<file path="src/rtl/ex_sched_pkg.sv">
// ex_sched_pkg: shared register-width default, MDU latency default and scheduler state encoding.
package ex_sched_pkg;
    localparam int W_RD_DEF    = 3;
    localparam int MDU_LAT_DEF = 4;
    localparam int W_CNT_DEF   = 4;

    typedef enum logic [1:0] {
        IDLE  = 2'd0,
        RUN   = 2'd1,
        DRAIN = 2'd2
    } sched_state_t;
endpackage

</file>
<file path="src/rtl/ex_sched_lat_cnt.sv">
// lat_cnt: loadable down-counter that saturates at zero and flags when it gets there.
module lat_cnt #(
    parameter int W = 4
) (
    input  logic         clk,
    input  logic         rst,
    input  logic         load,
    input  logic [W-1:0] load_val,
    input  logic         dec,
    output logic         zero
);
    logic [W-1:0] cnt;

    always_ff @(posedge clk or negedge rst)
        if (!rst)
            cnt <= '0;
        else if (load)
            cnt <= load_val;
        else if (dec && cnt != '0)
            cnt <= cnt - 1'b1;

    assign zero = cnt == '0;
endmodule

</file>
<file path="src/rtl/ex_sched.sv">
// ex_sched: issues single-cycle ops to EX and one multi-cycle op at a time to the MDU,
// guarding the in-flight MDU destination and arbitrating the shared writeback port.
module ex_sched
    import ex_sched_pkg::*;
#(
    parameter int W_RD    = W_RD_DEF,
    parameter int MDU_LAT = MDU_LAT_DEF,
    parameter int W_CNT   = W_CNT_DEF
) (
    input  logic            clk,
    input  logic            rst,
    input  logic            v_i,
    input  logic            multi_i,
    input  logic [W_RD-1:0] src_num_i,
    input  logic [W_RD-1:0] rd_num_i,
    input  logic            stall_i,
    output logic            stall_o,
    output logic            ex_go_o,
    output logic            mdu_start_o,
    output logic            busy_o,
    output logic            wb_v_o,
    output logic            wb_sel_o,
    output logic [W_RD-1:0] wb_rd_num_o
);
    sched_state_t    state;
    logic [W_RD-1:0] pend_rd;
    logic            cnt_zero;
    logic            hazard;
    logic            mdu_acc;

    assign hazard      = (state != IDLE) && (src_num_i == pend_rd || rd_num_i == pend_rd);
    // Combinational handshakes are forced low while reset is asserted.
    assign ex_go_o     = rst && v_i && !multi_i && !stall_i && !hazard && state != DRAIN;
    assign mdu_acc     = rst && v_i && multi_i && !stall_i && state == IDLE;
    assign mdu_start_o = mdu_acc;
    assign stall_o     = rst && v_i && !(ex_go_o || mdu_acc);
    assign busy_o      = state != IDLE;

    lat_cnt #(.W(W_CNT)) u_cnt (
        .clk      (clk),
        .rst      (rst),
        .load     (mdu_acc),
        .load_val (W_CNT'(MDU_LAT - 1)),
        .dec      (state == RUN),
        .zero     (cnt_zero)
    );

    always_ff @(posedge clk or negedge rst) begin
        if (!rst) begin
            state       <= IDLE;
            pend_rd     <= '0;
            wb_v_o      <= 1'b0;
            wb_sel_o    <= 1'b0;
            wb_rd_num_o <= '0;
        end else begin
            case (state)
                IDLE:    if (mdu_acc) begin
                             state   <= RUN;
                             pend_rd <= rd_num_i;
                         end
                RUN:     if (cnt_zero) state <= DRAIN;
                DRAIN:   if (!stall_i) state <= IDLE;
                default: state <= IDLE;
            endcase
            // MDU result owns the writeback port whenever it is draining.
            if (state == DRAIN && !stall_i) begin
                wb_v_o      <= 1'b1;
                wb_sel_o    <= 1'b1;
                wb_rd_num_o <= pend_rd;
            end else if (ex_go_o) begin
                wb_v_o      <= 1'b1;
                wb_sel_o    <= 1'b0;
                wb_rd_num_o <= rd_num_i;
            end else if (!stall_i) begin
                wb_v_o      <= 1'b0;
            end
        end
    end
endmodule

</file>
<file path="config.mk">
export PLATFORM = sky130hd
export DESIGN_NAME = ex_sched
export DESIGN_NICKNAME = d
export VERILOG_FILES = /design/src/rtl/ex_sched_pkg.sv /design/src/rtl/ex_sched_lat_cnt.sv /design/src/rtl/ex_sched.sv
export SDC_FILE = /design/constraint.sdc
export NUM_CORES = 1
export LEC_CHECK = 0
export ABC_AREA = 1
export BUFFER_PORTS_ARGS = -buffer_cell sky130_fd_sc_hd__buf_4
export CORE_MARGIN = 5
export CORE_UTILIZATION = 50
export DETAILED_ROUTE_END_ITERATION = 7
export GPL_TIMING_DRIVEN = 0
export HOLD_SLACK_MARGIN = 0.03
export PLACE_DENSITY = 0.77
export REMOVE_ABC_BUFFERS = 1
export SYNTH_ARGS = -nofsm -noshare
export SYNTH_HDL_FRONTEND = slang
export SYNTH_SLANG_ARGS = --single-unit
</file>
<file path="constraint.sdc">
create_clock -name clk -period 1.7 [get_ports clk]
set_clock_uncertainty 0.1 [all_clocks]
set_input_delay 0 -clock clk [delete_from_list [all_inputs] [get_ports clk]]
set_output_delay 0 -clock clk [all_outputs]
set_load 0.005 [all_outputs]
</file>
# Yosys cells after proc, flatten, opt, wreduce, memory -nomap -nowiden
# Index checks and enable logic that the tools add are counted.
totals:
  regBits: 14
  latchBits: 0
  ram_bits: 0
  mem_bits_ro: 0
  in_bits: 11
  output_inout_bits: 9
  elab_cells: 55
  n_memories: 0
classes:
  n_addsub: 1
  mul: 0
  n_div: 0
  n_lt_le_gt_ge: 0
  eq_ne: 9
  shift: 0
  muxes: 13
  bitwise_logic: 0
  n_reduce_logical: 26
ops:
  columns: ["operator", "n"]
  rows:
  - ["logical AND 1 bit", 12]
  - ["2-to-1 mux 4 bit", 2]
  - ["!= test 2 bit (second input constant)", 4]
  - ["equality test 3 bit", 2]
  - ["2-to-1 mux 2 bit", 3]
  - ["2-to-1 mux 3 bit", 2]
  - ["case mux 2 bit (3 select lines)", 1]
  - ["nonzero test 2 bit", 3]
  - ["2-to-1 mux 1 bit", 5]
  - ["logical NOT 1 bit", 4]
  - ["logical NOT 4 bit", 1]
  - ["nonzero test 4 bit", 1]
  - ["subtractor 4 x 1 -> 4 bit (second input constant)", 1]
  - ["!= test 3 x 1 -> 1 bit (second input constant)", 1]
  - ["AND reduction 3 bit", 1]
  - ["equality test 2 x 1 -> 1 bit (second input constant)", 1]
  - ["equality test 2 bit (second input constant)", 1]
  - ["logical NOT 2 bit", 1]
  - ["logical OR 1 bit", 2]
  - ["AND reduction 2 bit", 1]

# Logic depth before layout (Yosys ltp)
# Gate-level depths: netlist (run 1).
logic_depth:
  depth_word: 9
  ltp_mapped: 10
  mapped_depth_nobuf: 10

# Cells and area by module
# From an unflattened synthesis (run 1), not the netlist that was laid out.
hier_totals:
  cells_unflattened: 132
  hier_area_um2: 914.6
modules_own_cells:
  columns: ["module", "n_inst", "cells_per_inst", "area_each_um2", "seq_area_each_um2"]
  rows:
  - ["ex_sched", 1, 86, 619.3, 250.2]
  - ["lat_cnt", 1, 46, 295.3, 100.1]

# Worst setup path after synthesis (run 1)
# OpenSTA, ideal clock, no wires.
synth_timing:
  kind: "reg2reg"
  startpoint: "register u_cnt.cnt[0]"
  endpoint: "register u_cnt.cnt[3]"
  setup_ns: 0.122
  arrival_ns: 1.084
  required_time_ns: 1.478
  path_slack_ns: 0.395
  path_stages_with_launch: 9
  n_path_buf: 0
  period_less_slack_ns: 1.305
  cell_sequence: "dfrtp_1 inv_1 ha_1 nand3_1 nand2_2 nor2_2 nand3_1 o21ai_1 a21oi_1"
synth_via:
  elab_chain_len: 3
  elab_cells_between_ends: 6
  cone_classes: "1 x add/sub; 2 x mux; 3 x reduce/logical"
synth_rtl:
  columns: ["item", "line_no", "text"]
  rows:
  - ["start: declaration", "ex_sched_lat_cnt.sv:12", "logic [W-1:0] cnt;"]
  - ["start signal: assignment", "ex_sched_lat_cnt.sv:18", "cnt <= load_val;"]
  - ["start signal: assignment", "ex_sched_lat_cnt.sv:20", "cnt <= cnt - 1'b1;"]
  - ["subtractor 4 x 1 -> 4 bit / nonzero test 4 bit (equally long branches)", "ex_sched_lat_cnt.sv:20, ex_sched_lat_cnt.sv:19", null]
  - ["2-to-1 mux 4 bit / logical AND 1 bit (equally long branches)", "ex_sched_lat_cnt.sv:19", "else if (dec && cnt != '0)"]
  - ["2-to-1 mux 4 bit / nonzero test 2 bit (equally long branches)", null, null]
# Parallel ways exist; a longest one is shown, timed or not. The select of a mux whose other input is x is not followed.
# A chain may end at the register's enable or synchronous reset.

# Worst setup path in the final report (run 1)
layout_timing:
  startpoint: "register pend_rd[2]"
  endpoint: "output stall_o"
layout_via:
  elab_chain_len: 9
  elab_cells_between_ends: 10
  cone_classes: "2 x eq/ne; 8 x reduce/logical"
layout_rtl:
  columns: ["item", "line_no", "text"]
  rows:
  - ["start: declaration", "ex_sched.sv:26", "logic [W_RD-1:0] pend_rd;"]
  - ["start signal: assignment", "ex_sched.sv:59", "pend_rd <= rd_num_i;"]
  - ["equality test 3 bit", "ex_sched.sv:31", "assign hazard = (state != IDLE) && (src_num_i == pend_rd || rd_num_i == pend_rd);"]
  - ["logical OR 1 bit (*)", "ex_sched.sv:31", null]
  - ["logical AND 1 bit (*)", "ex_sched.sv:31", null]
  - ["logical NOT 1 bit (*)", "ex_sched.sv:33", "assign ex_go_o = rst && v_i && !multi_i && !stall_i && !hazard && state != DRAIN;"]
  - ["logical AND 1 bit (*) (2 in a row)", "ex_sched.sv:33", null]
  - ["logical OR 1 bit (*)", "ex_sched.sv:36", "assign stall_o = rst && v_i && !(ex_go_o || mdu_acc);"]
  - ["logical NOT 1 bit (*)", "ex_sched.sv:36", null]
  - ["logical AND 1 bit (*)", "ex_sched.sv:36", null]
  - ["end: declaration", "ex_sched.sv:17", "output logic stall_o,"]
# Mark *: on every way between the ends. The rest lies on a longest branch, timed or not.

==> flow_metrics.env, run 1 <==
export IMPL_portBuffers=19
export IMPL_grtUsageTotal_pct=14.73
export IMPL_setup_tns_ns=0
export IMPL_place_gp_congestion=0.7128
export IMPL_yosys_register_bits=14
export IMPL_syn_instance_count=105
export IMPL_rsz0062_at_grt="false"
export IMPL_slowest_stage="dfrtp_1"
export IMPL_synth_edff_count=0
export IMPL_htree_num_levels=1
export IMPL_die_area_um2=2511
export IMPL_die_h_um=50.11
export IMPL_async_flop_share_pct=100.0
export IMPL_final_nets=148
export IMPL_grt_pass1_wl_um=2898
export IMPL_cts_buffer_depth=2
export IMPL_finish_utilization_pct=70.03
export IMPL_fin_crit_ns=1.535
export IMPL_cts_tree="done"
export IMPL_path_clk_slew_ns=0.08
export IMPL_mostFrequentLayoutCells="nand2_1 (33), buf_4 (21), inv_1 (14), dfrtp_1 (14), nand3_1 (9)"
export IMPL_synthToLayoutAreaGrowth_pct=32.66
export IMPL_drc_errors=0
export IMPL_vias=735
export IMPL_rows=14
export IMPL_core_um2=1524
export IMPL_synth_seq_area_share_pct=43.55
export IMPL_cts_root_buf="clkbuf_4"
export IMPL_cts_made_buffers=3
export IMPL_crit_top_cell="nand2_1"
export IMPL_vdd_ir_drop_worst_mv=0.9427
export IMPL_ys_warn_count=0
export IMPL_maxSlewViolCount=0
export IMPL_antenna_found_initial=0
export IMPL_fmax_mhz=651.6
export IMPL_period_share_pct=90.27
export IMPL_clk_latency_ns=0.28
export IMPL_vias_per_cell=4.900
export IMPL_synth_area_um2=804.5
export IMPL_clock_sinks=14
export IMPL_die_w_um=50.11
export IMPL_required_ns=1.60
export IMPL_grt_start_max_net_pins=15
export IMPL_first_pass_iters=4
export IMPL_start_util_pct=52.79
export IMPL_setup_violations=0
export IMPL_synth_main_ff_cell="dfrtp_1"
export IMPL_p_per_area_nw_per_um2=1392
export IMPL_hold_viol=0
export IMPL_yosysUniqueCellTypes=21
export IMPL_grt_pass1_vias=671
export IMPL_outcome="complete, no violations"
export IMPL_ios=20
export IMPL_antenna_cells=0
export IMPL_wl_per_cell_um=11.65
export IMPL_slowest_delay_ns=0.42
export IMPL_mostFrequentLayoutCell="nand2_1"
export IMPL_drtIter0Drc=24
export IMPL_ant_nets=0
export IMPL_criticalPathCategory="flop to output port"
export IMPL_cp_max_fo=6
export IMPL_wirelength_um=1748
export IMPL_end_kind="output port"
export IMPL_tightest_slew_ns=0.6463
export IMPL_syn_avg_cell_area_um2=7.662
export IMPL_relSlewSlack_pct=56.77
export IMPL_total_power_mw=1.486
export IMPL_arrival_ns=1.43
export IMPL_overflow=0
export IMPL_start_kind="flop"
export IMPL_drive_gt1_share_pct=29.10
export IMPL_p_leak_nw=0.6060
export IMPL_path_cells="inv_1, nand2_1, nand2_1, nand3_1, nand2_1, nand2_2, nand2_4, nand2_1, nor2_1, buf_4"
export IMPL_hold_path_class="input pin to async pin"
export IMPL_maxCapViolCount=0
export IMPL_dp_hpwl_um=1176
-- power by group --
group          total [mW]  internal, mW  switching (mW)  leakage [nW]
combinational       0.656         0.309           0.347         0.410
sequential          0.596         0.484           0.111         0.175
clock               0.234         0.130           0.104        0.0210
total                1.49         0.923           0.563         0.606
-- synthesized netlist by cell type (2+ instances only) --
library cell	n	share of area, %
inv_1	15	7.0
nand3_1	10	6.2
nand2_1	33	15
nor2_2	3	2.3
inv_2	2	0.93
o21ai_0	3	1.9
nand2_2	4	3.1
xnor2_1	2	2.2
dfrtp_1	14	44
ha_1	2	3.1
nor2_1	3	1.4
o21ai_1	5	3.1
-- metrics by stage --
step           setup slack [ns]  instance area [um^2]  hold WS [ns]  cells
3_3_place_gp             0.2430                 950.9       -0.2388    138
5_1_grt                0.007192                  1067        0.2003    150
4_1_cts                 0.05729                  1047        0.1370    148
3_5_place_dp             0.2501                 950.9       -0.2391    138
2_1_floorplan            0.3910                 788.3       -0.3956    103
6_report                 0.1654                  1067        0.1782    150
-- path summary, 6_finish.rpt --
check	cells after the start	from	endpoint	slack [ns]
min in group clk	8	src_num_i[2]	wb_rd_num_o[2]	0.18
worst max-delay path	10	pend_rd[2]	stall_o	0.17
max in group asynchronous	2	rst	wb_sel_o	0.90
worst min register to register	2	wb_sel_o	wb_sel_o	0.38
worst max register to register	11	pend_rd[2]	wb_rd_num_o[0]	0.27
worst min-delay path	2	rst	state[1]	0.18
-- flip-flops by register name, summed over array words and instances, names as in the netlist --
name,cells
state,2
wb_sel_o,1
u_cnt.cnt,4
wb_v_o,1
wb_rd_num_o,3
pend_rd,3
-- logic make-up after synthesis --
kind of cell             after synthesis  synth area share [%]
XOR/XNOR                               3                 3.267
flip-flops                            14                 43.55
adder cells (fa/ha/maj)                2                 3.110
buffers and inverters                 19                 9.952
AND/OR/NAND/NOR                       56                 32.35
AO/OA/AOI/OAI                         11                 7.775
-- worst max-delay path, delay by kind of cell (launching register included) --
kind | cells | cell delay (ns)
buffers and inverters | 2 | 0.19
DFF | 1 | 0.42
and+or+nand+nor | 8 | 0.52
-- routing by layer --
| metal | track usage [%] | vias to the layer above | part of all wire (%) |
|---|---|---|---|
| met4 | 3.930 | 0 | 1.1 |
| met5 | 0 | - | 0 |
| met3 | 6.627 | 2 | 6.4 |
| li1 | - | 387 | - |
| met2 | 23.85 | 18 | 51 |
| met1 | 17.57 | 328 | 41 |
-- repair_timing --
item	CTS	global route
hold endpoints to repair	23	0
setup endpoints to repair	0	2
buffers inserted	0	2
resized for setup	0	2
hold buffers	6	0
-- cell type report --
type                            count  area, um^2
Fill cell                         122       456.7
Multi-Input combinational cell     72       379.1
Sequential cell                    14       350.3
Timing Repair Buffer               27       217.7
Inverter                           17       63.81
Clock buffer                        4       36.28
Tap cell                           16       20.02
Power figures use the tool's default switching activity.
==> inputs of run 2 (changes only) <==
--- a/config.mk
+++ b/config.mk
@@ -12,6 +12,7 @@
 export DETAILED_ROUTE_END_ITERATION = 7
 export GPL_TIMING_DRIVEN = 0
 export HOLD_SLACK_MARGIN = 0.03
+export MAX_ROUTING_LAYER = met4
 export PLACE_DENSITY = 0.77
 export REMOVE_ABC_BUFFERS = 1
 export SYNTH_ARGS = -nofsm -noshare
==> flow_metrics.env, run 2 (synthesized netlist as in run 1, its figures left out) <==
export IMPL_place_gp_congestion=0.7210
export IMPL_wirelength_um=1751
export IMPL_criticalPathCategory="flop to output port"
export IMPL_period_share_pct=90.39
export IMPL_grt_pass1_vias=666
export IMPL_wl_per_cell_um=11.67
export IMPL_arrival_ns=1.44
export IMPL_dp_hpwl_um=1176
export IMPL_top_regs="u_cnt.cnt: 4 flops, pend_rd: 3 flops, wb_rd_num_o: 3 flops"
export IMPL_grt_pass1_wl_um=2898
export IMPL_relSlewSlack_pct=56.87
export IMPL_p_per_area_nw_per_um2=1392
export IMPL_clk_latency_ns=0.28
export IMPL_setup_violations=0
export IMPL_mostFrequentLayoutCells="nand2_1 (33), buf_4 (21), inv_1 (14), dfrtp_1 (14), nand3_1 (9)"
export IMPL_htree_num_levels=1
export IMPL_maxCapViolCount=0
export IMPL_final_nets=148
export IMPL_cts_made_buffers=3
export IMPL_path_clk_slew_ns=0.08
export IMPL_vias=735
export IMPL_portBuffers=19
export IMPL_hold_viol=0
export IMPL_grt_start_max_net_pins=15
export IMPL_vdd_ir_drop_worst_mv=0.9414
export IMPL_fmax_mhz=650.7
export IMPL_mostFrequentLayoutCell="nand2_1"
export IMPL_maxSlewViolCount=0
export IMPL_hold_path_class="input pin to async pin"
export IMPL_start_util_pct=52.79
export IMPL_grtUsageTotal_pct=15.18
export IMPL_synthToLayoutAreaGrowth_pct=32.66
export IMPL_drc_errors=0
export IMPL_clock_sinks=14
export IMPL_holdWs_ns=0.1785
export IMPL_overflow=0
export IMPL_fin_crit_ns=1.537
export IMPL_vias_per_cell=4.900
export IMPL_cts_root_buf="clkbuf_4"
export IMPL_largest_reg_flops=4
export IMPL_slowest_delay_ns=0.42
export IMPL_worst_path_buf_inv=2
export IMPL_die_area_um2=2511
export IMPL_required_ns=1.60
export IMPL_end_kind="output port"
export IMPL_outcome="complete, no violations"
export IMPL_die_w_um=50.11
export IMPL_first_pass_iters=4
export IMPL_path_cells="inv_1, nand2_1, nand2_1, nand3_1, nand2_1, nand2_2, nand2_4, nand2_1, nor2_1, buf_4"
export IMPL_drtIter0Drc=26
export IMPL_rows=14
export IMPL_p_leak_nw=0.6060
export IMPL_cts_buffer_depth=2
export IMPL_ios=20
export IMPL_antenna_found_initial=0
export IMPL_start_kind="flop"
export IMPL_crit_top_cell="nand2_1"
export IMPL_ant_nets=0
export IMPL_core_um2=1524
export IMPL_cts_tree="done"
export IMPL_drive_gt1_share_pct=29.10
export IMPL_setup_tns_ns=0
export IMPL_largest_register="u_cnt.cnt"
export IMPL_antenna_cells=0
export IMPL_slowest_stage="dfrtp_1"
export IMPL_die_h_um=50.11
export IMPL_cp_top_family="simple AND/OR/NAND/NOR gates"
export IMPL_rsz0062_at_grt="false"
export IMPL_cp_max_fo=6
export IMPL_tightest_slew_ns=0.6448
[run 2: cell counts in the layout (fill, tap and decap cells not counted)]
No cell type changed its count.
[run 2: repair_timing]
action,4_1_cts,5_1_grt
endpoints found under the setup margin,0,2
hold buffers,6,0
endpoints found under the hold margin,23,0
buffers inserted,0,2
gates resized for setup,0,2
[run 2: metrics by stage]
step	total power [mW]	std cells	utilization (%)	area, um^2	setup slack [ns]
2_1_floorplan	1.009	103	-	788.3	0.3910
3_3_place_gp	1.212	138	62.40	950.9	0.2430
3_5_place_dp	1.230	138	62.40	950.9	0.2501
4_1_cts	1.481	148	68.72	1047	0.05729
5_1_grt	1.628	150	70.03	1067	0.007185
6_report	1.485	150	70.03	1067	0.1633
[run 2: metal layers]
metal	track usage, %	routed length (um)	vias to the layer above
met2	23.85	893	17
met1	17.57	716	329
li1	-	-	387
met4	3.930	20	0
met3	6.627	121	2
met5	-	0	-
[run 2: where the power goes]
part | switching [mW] | internal, mW
combinational | 0.347 | 0.309
clock | 0.104 | 0.130
sequential | 0.111 | 0.484
[run 2: area by class of cell]
cell class / instances / area [um^2]
clock buffers: 4 / 36.28
fillers: 122 / 456.7
inverters: 17 / 63.81
multi-input cells: 72 / 379.1
flip-flops and latches: 14 / 350.3
well taps: 16 / 20.02
repair buffers: 27 / 217.7
[run 2: worst reg2reg max path: cells and delay by family, from the launching register on]
family / cells / cell delay (ns)
buf+inv: 2 / 0.20
flops: 1 / 0.42
simple gates: 9 / 0.57
[run 2: path summary, 6_finish.rpt]
path                             endpoint          from  cells after the start  slack [ns]
setup / recovery                  stall_o    pend_rd[2]                     10        0.16
hold / removal                   state[1]           rst                      2        0.18
setup reg to reg           wb_rd_num_o[0]    pend_rd[2]                     11        0.27
hold reg to reg                  wb_sel_o      wb_sel_o                      2        0.38
max in group asynchronous        wb_sel_o           rst                      2        0.90
min in group clk           wb_rd_num_o[2]  src_num_i[2]                      8        0.18
